[src/rtl/modcode_pkg.sv]
// Shared constants for the modular-code datapath blocks.
package modcode_pkg;

  // Default digit width (quotient, remainder and modulus).
  localparam int unsigned M0LEN_DEF = 14;

  // Accept-to-result latency of mod_recombine with no backpressure.
  localparam int unsigned MOD_RECOMBINE_LAT = 3;

  // SNTRUP moduli exercised on the decode path.
  localparam int unsigned SNTRUP_Q     = 4591;
  localparam int unsigned SNTRUP_Q_ENC = 1531;

endpackage

[src/rtl/mod_recombine_if.sv]
// Valid/ready bus for mod_recombine: request and result channels.
interface mod_recombine_if
  import modcode_pkg::*;
#(
  parameter int unsigned M0LEN  = M0LEN_DEF,
  parameter int unsigned OUTLEN = 2 * M0LEN
) ();

  logic              in_valid;
  logic              in_ready;
  logic [M0LEN-1:0]  quotient;
  logic [M0LEN-1:0]  remainder;
  logic [M0LEN-1:0]  m0;
  logic              out_valid;
  logic              out_ready;
  logic [OUTLEN-1:0] dividend;
  logic              range_err;

  // Producer/consumer side.
  modport master (
    output in_valid, quotient, remainder, m0, out_ready,
    input  in_ready, out_valid, dividend, range_err
  );

  // Recombiner side.
  modport slave (
    input  in_valid, quotient, remainder, m0, out_ready,
    output in_ready, out_valid, dividend, range_err
  );

endinterface

[src/rtl/mod_recombine.sv]
// Three-stage recombiner: dividend = quotient * m0 + remainder, with a flag
// for non-canonical inputs (remainder >= m0 or m0 == 0).
module mod_recombine
  import modcode_pkg::*;
#(
  parameter int unsigned M0LEN  = M0LEN_DEF,
  parameter int unsigned OUTLEN = 2 * M0LEN
) (
  input  logic            clk,
  input  logic            rst_n,
  mod_recombine_if.slave  bus
);

  localparam int unsigned PW = 2 * M0LEN;

  if (OUTLEN < 2 * M0LEN) begin : g_bad_outlen
    $error("mod_recombine: OUTLEN must be >= 2*M0LEN");
  end

  logic              en;

  logic              s1_vld_q;
  logic [M0LEN-1:0]  s1_quo_q;
  logic [M0LEN-1:0]  s1_rem_q;
  logic [M0LEN-1:0]  s1_m0_q;
  logic              s1_err_q;
  logic              s1_err_d;

  logic              s2_vld_q;
  logic [PW-1:0]     s2_prod_q;
  logic [M0LEN-1:0]  s2_rem_q;
  logic              s2_err_q;
  logic [PW-1:0]     s2_prod_d;

  logic              s3_vld_q;
  logic [OUTLEN-1:0] s3_div_q;
  logic              s3_err_q;
  logic [OUTLEN-1:0] s3_div_d;

  // Next-state datapath; the sum cannot overflow 2*M0LEN bits for any input.
  always_comb begin
    en        = !s3_vld_q || bus.out_ready;
    s1_err_d  = (bus.remainder >= bus.m0) || (bus.m0 == '0);
    s2_prod_d = PW'(s1_quo_q) * PW'(s1_m0_q);
    s3_div_d  = OUTLEN'(s2_prod_q) + OUTLEN'(s2_rem_q);
  end

  // Pipeline registers: valids advance on en; data loads only behind a valid
  // so the output holds its last result while out_valid is low.
  always_ff @(posedge clk or negedge rst_n) begin
    if (!rst_n) begin
      s1_vld_q  <= 1'b0;
      s1_quo_q  <= '0;
      s1_rem_q  <= '0;
      s1_m0_q   <= '0;
      s1_err_q  <= 1'b0;
      s2_vld_q  <= 1'b0;
      s2_prod_q <= '0;
      s2_rem_q  <= '0;
      s2_err_q  <= 1'b0;
      s3_vld_q  <= 1'b0;
      s3_div_q  <= '0;
      s3_err_q  <= 1'b0;
    end else if (en) begin
      s1_vld_q <= bus.in_valid;
      s2_vld_q <= s1_vld_q;
      s3_vld_q <= s2_vld_q;
      if (bus.in_valid) begin
        s1_quo_q <= bus.quotient;
        s1_rem_q <= bus.remainder;
        s1_m0_q  <= bus.m0;
        s1_err_q <= s1_err_d;
      end
      if (s1_vld_q) begin
        s2_prod_q <= s2_prod_d;
        s2_rem_q  <= s1_rem_q;
        s2_err_q  <= s1_err_q;
      end
      if (s2_vld_q) begin
        s3_div_q <= s3_div_d;
        s3_err_q <= s2_err_q;
      end
    end
  end

  // Output drive: in_ready is the stall enable, independent of in_valid.
  always_comb begin
    bus.in_ready  = en;
    bus.out_valid = s3_vld_q;
    bus.dividend  = s3_div_q;
    bus.range_err = s3_err_q;
  end

endmodule
[src/flat_wrapper.sv]
// flat-port wrapper written by rule: the top's interface ports become plain ports
module mod_recombine_flat import modcode_pkg::*;
#(
  parameter int unsigned M0LEN  = M0LEN_DEF,
  parameter int unsigned OUTLEN = 2 * M0LEN
)
  (clk, rst_n, bus_in_valid, bus_quotient, bus_remainder, bus_m0, bus_out_ready, bus_in_ready, bus_out_valid, bus_dividend, bus_range_err);
  mod_recombine_if #(.M0LEN(M0LEN), .OUTLEN(OUTLEN)) bus_i ();
  input  logic clk;
  input  logic rst_n;
  input wire logic [$bits(bus_i.in_valid)-1:0] bus_in_valid;
  input wire logic [$bits(bus_i.quotient)-1:0] bus_quotient;
  input wire logic [$bits(bus_i.remainder)-1:0] bus_remainder;
  input wire logic [$bits(bus_i.m0)-1:0] bus_m0;
  input wire logic [$bits(bus_i.out_ready)-1:0] bus_out_ready;
  output wire logic [$bits(bus_i.in_ready)-1:0] bus_in_ready;
  output wire logic [$bits(bus_i.out_valid)-1:0] bus_out_valid;
  output wire logic [$bits(bus_i.dividend)-1:0] bus_dividend;
  output wire logic [$bits(bus_i.range_err)-1:0] bus_range_err;
  assign bus_i.in_valid = bus_in_valid;
  assign bus_i.quotient = bus_quotient;
  assign bus_i.remainder = bus_remainder;
  assign bus_i.m0 = bus_m0;
  assign bus_i.out_ready = bus_out_ready;
  assign bus_in_ready = bus_i.in_ready;
  assign bus_out_valid = bus_i.out_valid;
  assign bus_dividend = bus_i.dividend;
  assign bus_range_err = bus_i.range_err;
  mod_recombine #(.M0LEN(M0LEN), .OUTLEN(OUTLEN)) u_core (.clk(clk), .rst_n(rst_n), .bus(bus_i));
endmodule
[config.mk]
export PLATFORM = sky130hd
export DESIGN_NAME = mod_recombine_flat
export DESIGN_NICKNAME = d
export VERILOG_FILES = /design/src/rtl/modcode_pkg.sv /design/src/rtl/mod_recombine_if.sv /design/src/rtl/mod_recombine.sv /design/src/flat_wrapper.sv
export SDC_FILE = /design/constraint.sdc
export NUM_CORES = 1
export LEC_CHECK = 0
export BUFFER_PORTS_ARGS = -buffer_cell sky130_fd_sc_hd__buf_4
export CELL_PAD_IN_SITES_DETAIL_PLACEMENT = 0
export CELL_PAD_IN_SITES_GLOBAL_PLACEMENT = 1
export CORE_UTILIZATION = 50
export CTS_BUF_LIST = sky130_fd_sc_hd__clkbuf_4
export DETAILED_ROUTE_END_ITERATION = 16
export PLACE_DENSITY_LB_ADDON = 0.1
export SYNTH_ARGS = -nofsm -noshare
export SYNTH_HDL_FRONTEND = slang
export SYNTH_SLANG_ARGS = --single-unit
[constraint.sdc]
create_clock -name clk -period 6.9 [get_ports clk]
set_input_delay 0.345 -clock clk [delete_from_list [all_inputs] [get_ports clk]]
set_output_delay 0.345 -clock clk [all_outputs]
set_load 0.01 [all_outputs]
==> metrics.yaml <==
run_status:
  status: "finished clean"
synthesis:
  synth_cells: 1277
  mappedNetlistArea_um2: 12120
  synth-edff-count: 0
  synth_compound_area_share_pct: 10.58
  synth_top_family_by_area: "adder cells"
  ys_warn_count: 0
  yosysSeqAreaShare_pct: 24.36
  synth.distinct_cells: 57
  synth-xor-area-share_pct: 3.396
  ys_seq_elements: 118
  syn_area_per_cell_um2: 9.492
  synthArstFlopShare_pct: 100.0
  synth_mux_area_share_pct: 4.356
  syn_nets: 1585
  synth_top_flop_cell: "dfrtp_1"
  synth_simple_gate_area_share_pct: 14.17
  synth_fa_ha_area_share_pct: 35.84
place:
  place_congestion: 0.8931
  place_hpwl_um: 22710
  port_buffers: 76
cts:
  cts_made_buffers: 17
  clk_pin_slew_ns: 0.16
  cts_tree: "done"
  clock_latency_ns: 0.57
  post_cts_resized: 0
  postCtsSetupBuffers: 0
  cts-root-buf: "clkbuf_4"
  cts_sinks: 118
  clockBufferDepth: 2
  h-tree-depth: 4
routing:
  ant_nets: 0
  vias: 8969
  drt-total-wl_um: 29400
  drc: 0
  drt_iter0_drc: 408
  dr.pass1.iters: 4
  avgRoutedWirePerCell_um: 17.56
  vias_per_cell: 5.358
grt:
  grt_pass1_wl_um: 47730
  grt_pass1_vias: 9014
  antenna_found_initial: 1
  grt-ovfl-total: 0
  grt_usage_pct: 25.41
  grt_start_max_net_pins: 73
floorplan:
  fp.coreArea_um2: 23610
  rows: 56
  die-area_um2: 24870
  die_w_um: 157.7
  die_h_um: 157.7
  initial_utilization_pct: 51.34
  boundaryPins: 77
critical_path:
  worstPathArrival_ns: 6.37
  worstSetupStartpointType: "register"
  crit_type: "reg2reg"
  endpoint_kind: "register"
  cp_max_fo: 15
  cp.required_ns: 7.32
sta:
  relSlewSlack_pct: 36.08
  setup_tns_ns: 0
  clock.fmax_mhz: 168.0
  rsz0062_at_grt: "no"
  setup_violations: 0
  finalHoldViolCount: 0
  max_slew.worst_pin.slew_ns: 0.9588
  slew_violations: 0
  finClkSkew_ns: 0.03508
  post-route-period-util_pct: 86.26
  period_needed_ns: 5.952
hold_path:
  min_path_type: "in2reg"
layout:
  seqCellArea_um2: 2953
  layout-drive-gt1-share_pct: 12.78
  fill_cells: 2216
  multi_input_area_um2: 8289
  layout_commonest_cell: "nand2_1"
  final_cell_mix: "nand2_1, inv_1, fa_1"
  fin_nets: 1649
  area_growth_pct: 10.87
job:
  maxCapViolCount: 0
[sequential cells by signal, indices dropped and copies added (netlist names)]
signal,cells
u_core.s2_err_q,1
u_core.s2_vld_q,1
u_core.s1_rem_q,14
u_core.s2_prod_q,28
u_core.s2_rem_q,14
u_core.s1_m0_q,14
u_core.s1_err_q,1
u_core.bus.range_err,1
u_core.s1_vld_q,1
u_core.s1_quo_q,14
u_core.bus.out_valid,1
u_core.bus.dividend,28
[cell families after synthesis]
family | count (synthesis)
AOI/OAI and AO/OA | 208
buffers and inverters | 235
adders and majority gates | 262
xor gates and xnor gates | 47
and+or+nand+nor | 360
muxes | 47
DFF | 118
[worst paths after layout]
path                                          endpoint  cells after the start  slack (ns)                from
worst min-delay path                u_core.s1_rem_q[7]                      2        0.06    bus_remainder[7]
max in group asynchronous           u_core.s1_m0_q[10]                      3        5.18               rst_n
worst max-delay path              u_core.s2_prod_q[23]                     19        0.95  u_core.s1_quo_q[9]
worst max register to register    u_core.s2_prod_q[23]                     19        0.95  u_core.s1_quo_q[9]
min in group asynchronous       u_core.bus.dividend[4]                      2        0.32               rst_n
worst min register to register    u_core.bus.out_valid                      2        0.49     u_core.s2_vld_q
[what timing repair did]
item | CTS | global route
endpoints found under the hold margin | 61 | 1
setup endpoints to repair | 0 | 0
hold buffers | 16 | 1
[Yosys cell counts, types with 4 or more instances]
cell type,count,share of area [%]
a31oi_1,7,0.36
nand3_1,10,0.41
and2_1,100,5.2
inv_1,182,5.6
o21ai_1,4,0.17
ha_1,120,12
o31ai_1,4,0.25
nor2_1,14,0.43
mux2_2,46,4.3
o21a_1,9,0.56
dfrtp_1,118,24
a21oi_1,38,1.6
nand2b_1,5,0.26
and3_1,7,0.36
a211oi_1,8,0.50
o21ai_0,87,3.6
nand2_1,197,6.1
buf_1,5,0.15
xor2_1,19,1.4
nor3_1,7,0.29
o211ai_1,10,0.62
a21o_1,10,0.62
o21bai_1,5,0.31
xnor2_1,28,2.0
fa_1,142,23
clkbuf_1,46,1.4
nand4_1,8,0.41
[stage by stage]
step | util, % | setup WS (ns) | hold slack, ns | std cells | instance area [µm²]
2_1_floorplan | - | 1.437 | 0.04941 | 1277 | 12120
3_3_place_gp | 54.77 | 1.046 | 0.4035 | 1624 | 12930
3_5_place_dp | 54.77 | 0.9641 | 0.4036 | 1624 | 12930
4_1_cts | 56.86 | 0.9268 | 0.001798 | 1672 | 13430
5_1_grt | 56.92 | 0.6556 | 0.009615 | 1674 | 13440
6_report | 56.92 | 0.9477 | 0.05696 | 1674 | 13440
[layer usage]
layer / global-route usage [%] / vias to the layer above / routed length (µm) / share of wire, %
met5: 0 / - / 0 / 0
met4: 6.519 / 0 / 431 / 1.5
met3: 3.340 / 26 / 1021 / 3.5
met2: 42.77 / 181 / 14590 / 50
met1: 34.48 / 4499 / 13350 / 45
li1: - / 4263 / - / -
[critical path: stages, from the launching register on]
cell,delay [ns]
dfrtp_1,0.67
and2_1,0.31
fa_1,0.53
inv_1,0.05
fa_1,0.47
inv_1,0.05
fa_1,0.49
fa_1,0.48
fa_1,0.52
inv_1,0.05
fa_1,0.47
inv_1,0.04
ha_1,0.35
a21oi_1,0.31
nor2_1,0.09
nor3b_1,0.18
a31oi_1,0.23
a31oi_1,0.28
xnor2_1,0.13
o21ai_0,0.08
[final cells by class]
type,instances,area share [%]
Clock inverter,15,1.536
Multi-Input combinational cell,924,61.68
Clock buffer,17,0.9496
Timing Repair Buffer,98,5.791
Antenna cell,1,0.01862
Tap cell,319,2.970
Inverter,182,5.083
Sequential cell,118,21.97
Power is left out: the tool's default activity adds up to more than one toggle a clock period on the data nets, which glitch-free logic cannot reach.
